===== config.mk =====
export PLATFORM = sky130hd
export DESIGN_NAME = vga_timing_flat
export DESIGN_NICKNAME = d
export VERILOG_FILES = /design/src/rtl/vga_pkg.sv /design/src/rtl/vga_timing_if.sv /design/src/rtl/vga_axis_counter.sv /design/src/rtl/vga_timing.sv /design/src/flat_wrapper.sv
export SDC_FILE = /design/constraint.sdc
export NUM_CORES = 1
export LEC_CHECK = 0
export ABC_AREA = 1
export BUFFER_PORTS_ARGS = -buffer_cell sky130_fd_sc_hd__buf_2
export CAP_MARGIN = 10
export CELL_PAD_IN_SITES_DETAIL_PLACEMENT = 1
export CELL_PAD_IN_SITES_GLOBAL_PLACEMENT = 2
export CORE_ASPECT_RATIO = 1.4
export CORE_UTILIZATION = 31
export CTS_BUF_LIST = sky130_fd_sc_hd__clkbuf_16
export DETAILED_ROUTE_END_ITERATION = 7
export PLACE_DENSITY_LB_ADDON = 0.1
export SETUP_SLACK_MARGIN = 0.5
export SYNTH_ARGS = -nofsm -noshare
export SYNTH_HDL_FRONTEND = slang
export SYNTH_HIERARCHICAL = 1
export SYNTH_SLANG_ARGS = --single-unit

===== constraint.sdc =====
create_clock -name clk -period 2.44 [get_ports clk]
set_clock_uncertainty 0.15 [all_clocks]
set_input_delay 0.488 -clock clk [delete_from_list [all_inputs] [get_ports clk]]
set_output_delay 0.488 -clock clk [all_outputs]
set_load 0.01 [all_outputs]

===== src/rtl/vga_pkg.sv =====
// VGA 1024x768@60 timing constants and shared stage payload type.
package vga_pkg;

  localparam int unsigned VISIBLE_WIDTH          = 1024;
  localparam int unsigned HORIZONTAL_FRONT_PORCH = 24;
  localparam int unsigned HORIZONTAL_SYNC_PULSE  = 136;
  localparam int unsigned FULL_WIDTH             = 1344;

  localparam int unsigned VISIBLE_HEIGHT         = 768;
  localparam int unsigned VERTICAL_FRONT_PORCH   = 3;
  localparam int unsigned VERTICAL_SYNC_PULSE    = 6;
  localparam int unsigned FULL_HEIGHT            = 806;

  localparam int unsigned H_SYNC_START = VISIBLE_WIDTH + HORIZONTAL_FRONT_PORCH;   // 1048
  localparam int unsigned H_SYNC_END   = H_SYNC_START + HORIZONTAL_SYNC_PULSE;     // 1184
  localparam int unsigned V_SYNC_START = VISIBLE_HEIGHT + VERTICAL_FRONT_PORCH;    // 771
  localparam int unsigned V_SYNC_END   = V_SYNC_START + VERTICAL_SYNC_PULSE;       // 777

  localparam int unsigned CNT_W = 11;

  // Raster position and flags as carried between draw stages.
  typedef struct packed {
    logic [CNT_W-1:0] vcount;
    logic             vsync;
    logic             vblnk;
    logic [CNT_W-1:0] hcount;
    logic             hsync;
    logic             hblnk;
  } vga_if_t;

endpackage


===== src/rtl/vga_timing_if.sv =====
// Raster timing bundle: pixel enable in, counters and flags out.
interface vga_timing_if;
  import vga_pkg::*;

  logic             en;
  logic [CNT_W-1:0] hcount;
  logic [CNT_W-1:0] vcount;
  logic             hblnk;
  logic             vblnk;
  logic             hsync;
  logic             vsync;
  logic             frame_start;

  modport master (
    input  en,
    output hcount, vcount, hblnk, vblnk, hsync, vsync, frame_start
  );

  modport slave (
    output en,
    input  hcount, vcount, hblnk, vblnk, hsync, vsync, frame_start
  );

endinterface


===== src/rtl/vga_axis_counter.sv =====
// One raster axis: wrapping counter with blank/sync flags derived from the
// next count so flags and count are registered together.
module vga_axis_counter
  import vga_pkg::*;
#(
  parameter int unsigned VISIBLE    = VISIBLE_WIDTH,
  parameter int unsigned SYNC_START = H_SYNC_START,
  parameter int unsigned SYNC_END   = H_SYNC_END,
  parameter int unsigned TOTAL      = FULL_WIDTH
) (
  input  logic             clk,
  input  logic             rst_n,
  input  logic             en_i,
  output logic [CNT_W-1:0] cnt_o,
  output logic             blnk_o,
  output logic             sync_o,
  output logic             wrap_c_o
);

  localparam logic [CNT_W-1:0] LAST  = CNT_W'(TOTAL - 1);
  localparam logic [CNT_W-1:0] VIS   = CNT_W'(VISIBLE);
  localparam logic [CNT_W-1:0] SSTRT = CNT_W'(SYNC_START);
  localparam logic [CNT_W-1:0] SEND  = CNT_W'(SYNC_END);

  logic [CNT_W-1:0] cnt_q, cnt_d;
  logic             blnk_q, blnk_d;
  logic             sync_q, sync_d;
  logic             at_last;

  // Next count and the flags that will accompany it.
  always_comb begin
    cnt_d   = cnt_q;
    at_last = (cnt_q == LAST);
    if (en_i) begin
      cnt_d = at_last ? '0 : cnt_q + CNT_W'(1);
    end
    blnk_d = (cnt_d >= VIS);
    sync_d = (cnt_d >= SSTRT) && (cnt_d < SEND);
  end

  // Count and flag registers.
  always_ff @(posedge clk or negedge rst_n) begin
    if (!rst_n) begin
      cnt_q  <= '0;
      blnk_q <= 1'b0;
      sync_q <= 1'b0;
    end else begin
      cnt_q  <= cnt_d;
      blnk_q <= blnk_d;
      sync_q <= sync_d;
    end
  end

  assign cnt_o    = cnt_q;
  assign blnk_o   = blnk_q;
  assign sync_o   = sync_q;
  assign wrap_c_o = en_i && at_last;

endmodule


===== src/rtl/vga_timing.sv =====
// Free-running VGA raster generator: horizontal and vertical axis counters
// plus a registered start-of-frame strobe.
module vga_timing
  import vga_pkg::*;
#(
  parameter int unsigned H_VISIBLE = VISIBLE_WIDTH,
  parameter int unsigned H_FRONT   = HORIZONTAL_FRONT_PORCH,
  parameter int unsigned H_SYNC    = HORIZONTAL_SYNC_PULSE,
  parameter int unsigned H_TOTAL   = FULL_WIDTH,
  parameter int unsigned V_VISIBLE = VISIBLE_HEIGHT,
  parameter int unsigned V_FRONT   = VERTICAL_FRONT_PORCH,
  parameter int unsigned V_SYNC    = VERTICAL_SYNC_PULSE,
  parameter int unsigned V_TOTAL   = FULL_HEIGHT
) (
  input  logic         clk,
  input  logic         rst_n,
  vga_timing_if.master vga
);

  localparam int unsigned HS_START = H_VISIBLE + H_FRONT;
  localparam int unsigned HS_END   = HS_START + H_SYNC;
  localparam int unsigned VS_START = V_VISIBLE + V_FRONT;
  localparam int unsigned VS_END   = VS_START + V_SYNC;

  logic h_wrap_c;
  logic v_wrap_c;
  logic v_en_c;
  logic frame_start_q, frame_start_d;

  vga_axis_counter #(
    .VISIBLE    (H_VISIBLE),
    .SYNC_START (HS_START),
    .SYNC_END   (HS_END),
    .TOTAL      (H_TOTAL)
  ) u_h (
    .clk      (clk),
    .rst_n    (rst_n),
    .en_i     (vga.en),
    .cnt_o    (vga.hcount),
    .blnk_o   (vga.hblnk),
    .sync_o   (vga.hsync),
    .wrap_c_o (h_wrap_c)
  );

  // Vertical axis steps once per completed line.
  assign v_en_c = vga.en && h_wrap_c;

  vga_axis_counter #(
    .VISIBLE    (V_VISIBLE),
    .SYNC_START (VS_START),
    .SYNC_END   (VS_END),
    .TOTAL      (V_TOTAL)
  ) u_v (
    .clk      (clk),
    .rst_n    (rst_n),
    .en_i     (v_en_c),
    .cnt_o    (vga.vcount),
    .blnk_o   (vga.vblnk),
    .sync_o   (vga.vsync),
    .wrap_c_o (v_wrap_c)
  );

  // Strobe is set only when counting carries both axes back to origin.
  always_comb begin
    frame_start_d = v_wrap_c;
  end

  // Strobe register.
  always_ff @(posedge clk or negedge rst_n) begin
    if (!rst_n) begin
      frame_start_q <= 1'b0;
    end else begin
      frame_start_q <= frame_start_d;
    end
  end

  assign vga.frame_start = frame_start_q;

endmodule


===== src/flat_wrapper.sv =====
// flat-port wrapper written by rule: the top's interface ports become plain ports
module vga_timing_flat import vga_pkg::*;
#(
  parameter int unsigned H_VISIBLE = VISIBLE_WIDTH,
  parameter int unsigned H_FRONT   = HORIZONTAL_FRONT_PORCH,
  parameter int unsigned H_SYNC    = HORIZONTAL_SYNC_PULSE,
  parameter int unsigned H_TOTAL   = FULL_WIDTH,
  parameter int unsigned V_VISIBLE = VISIBLE_HEIGHT,
  parameter int unsigned V_FRONT   = VERTICAL_FRONT_PORCH,
  parameter int unsigned V_SYNC    = VERTICAL_SYNC_PULSE,
  parameter int unsigned V_TOTAL   = FULL_HEIGHT
)
  (clk, rst_n, vga_en, vga_hcount, vga_vcount, vga_hblnk, vga_vblnk, vga_hsync, vga_vsync, vga_frame_start);
  vga_timing_if vga_i ();
  input  logic clk;
  input  logic rst_n;
  input wire logic [$bits(vga_i.en)-1:0] vga_en;
  output wire logic [$bits(vga_i.hcount)-1:0] vga_hcount;
  output wire logic [$bits(vga_i.vcount)-1:0] vga_vcount;
  output wire logic [$bits(vga_i.hblnk)-1:0] vga_hblnk;
  output wire logic [$bits(vga_i.vblnk)-1:0] vga_vblnk;
  output wire logic [$bits(vga_i.hsync)-1:0] vga_hsync;
  output wire logic [$bits(vga_i.vsync)-1:0] vga_vsync;
  output wire logic [$bits(vga_i.frame_start)-1:0] vga_frame_start;
  assign vga_i.en = vga_en;
  assign vga_hcount = vga_i.hcount;
  assign vga_vcount = vga_i.vcount;
  assign vga_hblnk = vga_i.hblnk;
  assign vga_vblnk = vga_i.vblnk;
  assign vga_hsync = vga_i.hsync;
  assign vga_vsync = vga_i.vsync;
  assign vga_frame_start = vga_i.frame_start;
  vga_timing #(.H_VISIBLE(H_VISIBLE), .H_FRONT(H_FRONT), .H_SYNC(H_SYNC), .H_TOTAL(H_TOTAL), .V_VISIBLE(V_VISIBLE), .V_FRONT(V_FRONT), .V_SYNC(V_SYNC), .V_TOTAL(V_TOTAL)) u_core (.clk(clk), .rst_n(rst_n), .vga(vga_i));
endmodule

==> key figures <==
Synthesis
  • Synth unique cells: 27
  • Syn. warnings: 6
  • Synth Cell Area: 1610 um^2
  • Synth Area in Simple Gates: 39.1%
  • Avg Synthesized Cell Area: 7.39 um^2
  • Mux share of post-synthesis cell area: 0%
  • Ranking of synthesized cells by area: dfrtp_1 (40%), nand2_1 (13%), inv_1 (8.9%)
  • Main combinational cell family by area after synthesis: simple AND/OR/NAND/NOR gates
  • Compound-Gate Fraction of Synth Area: 5.13%
  • Seq/Total Area, Yosys: 40.4%
  • Synth area leader: dfrtp_1
  • Adder-Cell Fraction of Synth Area: 2.33%
  • Net count after synthesis: 224
  • Synth top area share: 40.4%
  • Register bit total from synthesis: 26
  • Synth Area in XOR/XNOR: 2.18%
  • Post-Synthesis Cells: 218

Placement
  • Routability Congestion: 0.757
  • HPWL after DPL: 3380 um
  • IO Port Bufs: 29

Timing
  • Setup_tns: 0 ns
  • Slew Viols, Final: 0
  • Setup-failing EPs final: 0
  • Final Hold Fails: 0
  • Final hold slack: 0.0844 ns
  • Tcrit/Tclk final: 85.9%
  • Max frequency: 477 MHz
  • Tmin final: 2.10 ns
  • Slew HR: 58.3%
  • Unrepaired setup endpoints after global routing: yes
  • Tightest Pin Transition: 0.625 ns

Clocking
  • CTS root buf: clkbuf_16
  • CTS clock-pin slew for the worst setup and hold paths: 0.07 ns
  • # clock sinks: 26
  • TritonCTS Buffers: 3
  • CTS max path bufs: 2
  • Clk_lat worst skew: 0.26 ns
  • CTS tree: built
  • H-tree depth: 1

Drt
  • DR WL/cell: 13.2 um
  • DRC Markers: 0
  • Initial DRC count: 47
  • Final wirelength: 4290 um
  • Routed Antenna Nets: 0
  • Vias/cell: 4.63
  • Via count: 1505
  • DR pass1 iterations: 4

Pwr
  • Leak: 1.11 nW
  • Clock power share: 24.7%
  • Sw Ratio: 35.8%
  • Switch Pwr: 0.535 mW
  • Pint: 0.960 mW
  • Total power: 1.50 mW
  • Seq pwr share: 38.1%
  • Worst vdd ir: 0.219 mV
  • Pwr/cell area: 730 nW/um^2
  • Logic pwr share: 37.2%

Finish
  • Area of the multi-input gates: 840 um^2
  • Syn-to-layout area delta: 27.1%
  • Final design utilization: 41.6%
  • Antenna cells: 0
  • Share of layout cells above drive strength 1: 29.5%
  • Final #Nets: 268
  • Fill count: 635
  • Seq. cell area: 652 um^2

Worst setup path
  • CP arrival: 2.14 ns
  • Setup Crit Path Kind: reg2reg
  • Setup slack, reg-to-reg: 0.34 ns
  • Crit path required time: 2.48 ns
  • R2r worst-path depth: 14
  • Worst-path maximum fanout: 7
  • CP startpoint kind: flop
  • Critical Path Source: u_core/u_h/cnt_o[1]
  • Critical Path Sink: u_core/u_v/blnk_o
  • Worst r2r dst: u_core/u_v/blnk_o
  • CP endpoint kind: flop
  • FF-to-FF Start: u_core/u_h/cnt_o[1]

GRT
  • Initial antenna violation count: 0
  • Gr ovfl total: 0
  • Largest net degree at the start of global routing: 27
  • Gr usage total: 16.9%
  • Vias in the first global route: 1598
  • First-pass GRT wire length: 7160 um

Die
  • IO Pins: 30
  • Initial Util: 32.7%
  • Row count: 30
  • Die footprint: 5490 um^2
  • Core area: 4920 um^2
  • Die X: 62.9 um
  • Die Y: 87.3 um

Run
  • Max cap viols: 0

Worst hold path
  • Worst hold path type: in2async

Status
  • Outcome: completed
[sequential cells by signal, summed over array words and instances (netlist names)]
register and count:
u_core/u_h/cnt_o 10, u_core/vga.frame_start 1, u_core/u_v/sync_o 1, u_core/u_v/cnt_o 11, u_core/u_h/blnk_o 1, u_core/u_h/sync_o 1, u_core/u_v/blnk_o 1
[cell families after synthesis]
kind of cell | after synthesis
xor gates and xnor gates | 4
AOI/OAI and AO/OA | 12
and+or+nand+nor | 130
adders and majority gates | 3
DFF | 26
buffers and inverters | 43
[per-stage QoR]
stage,instances,setup slack (ns),area [um^2]
floorplan,218,0.298,1630
global placement,314,0.176,1880
detailed placement,314,0.139,1880
CTS,325,0.283,2040
global route,325,0.173,2050
finish,325,0.343,2050
[worst max-delay path, stage by stage (launching register included)]
cell	delay (ns)
dfrtp_1	0.39
ha_4	0.16
nand2_4	0.05
nor2_4	0.13
nand2_4	0.08
nor2_8	0.10
nand2_4	0.06
clkinv_4	0.08
nand2_4	0.05
nor2_4	0.15
nand4_1	0.12
nand2_1	0.09
o211ai_1	0.12
buf_4	0.17
o21ai_1	0.12
[cell usage after synthesis (all sizes together)]
cell type  instances
nand2             63
inv               41
nor2              36
dfrtp             26
nand3             20
nand4              8
o21ai              5
o21bai             5
ha                 3
buf                2
nor3               2
xnor2              2
xor2               2
a21oi              1
and2               1
o211ai             1
[placed cells by master (no fill, tap or decap)]
cell / n
a21oi_1: 1
buf_4: 12
clkinv_4: 1
nand2_1: 53
nand3_4: 1
o21ai_2: 1
o21ai_1: 1
ha_1: 2
nand3_1: 15
nor3_1: 2
nor2_4: 4
xnor2_1: 2
o21ai_0: 3
nand2_2: 6
nor2_8: 1
inv_4: 1
inv_2: 3
nand3_2: 4
o21bai_2: 1
nand4_1: 8
nor2_2: 4
dfrtp_1: 25
o211ai_1: 1
xor2_1: 2
inv_1: 37
ha_4: 1
nor2_1: 27
dfrtp_2: 1
o21bai_1: 4
clkbuf_16: 3
buf_2: 29
and2_1: 1
nand2_4: 4
[power by group through the flow]
stage                     registers (mW)  logic [mW]  clock network [mW]
after CTS                          0.572       0.565               0.393
after global routing               0.582       0.636               0.402
after global placement             0.582       0.485                   0
after floorplan                    0.617       0.266                   0
final                              0.570       0.556               0.369
after detailed placement           0.583       0.487                   0
[how the worst min path moves through the flow]
stage / startpoint / endpoint / slack, ns / cells after the start
2_1_floorplan: rst_n / u_core/u_h/blnk_o / 0.04 / 0
3_3_place_gp: rst_n / u_core/u_h/cnt_o[4] / 0.39 / 1
3_5_place_dp: rst_n / u_core/u_h/cnt_o[2] / 0.39 / 1
6_report: rst_n / u_core/u_h/cnt_o[2] / 0.08 / 1
4_1_cts: rst_n / u_core/u_h/cnt_o[2] / 0.10 / 1
5_1_grt: rst_n / u_core/u_h/cnt_o[4] / 0.14 / 1
[area by class of cell]
class,count,share of cell area [%]
multi-input combinational,149,41.0
sequential,26,31.8
timing repair buffer,41,11.5
inverter,41,7.89
tap,64,3.91
clock buffer,3,3.67
clock inverter,1,0.183
[routing by layer]
| metal | up-vias | part of all wire [%] | GRT usage, % |
|---|---|---|---|
| li1 | 755 | - | - |
| met1 | 722 | 39 | 16.9 |
| met2 | 23 | 58 | 34.9 |
| met3 | 5 | 2.4 | 1.70 |
| met4 | 0 | 1.2 | 6.13 |
| met5 | - | 0 | 0 |
[repair_timing]
item | CTS | global route
setup endpoints to repair | 11 | 10
hold buffers | 0 | 0
gates resized for setup | 6 | 3
hold endpoints to repair | 0 | 0
buffers inserted | 7 | 0
pin swaps | 12 | 3
Power figures use the tool's default switching activity.
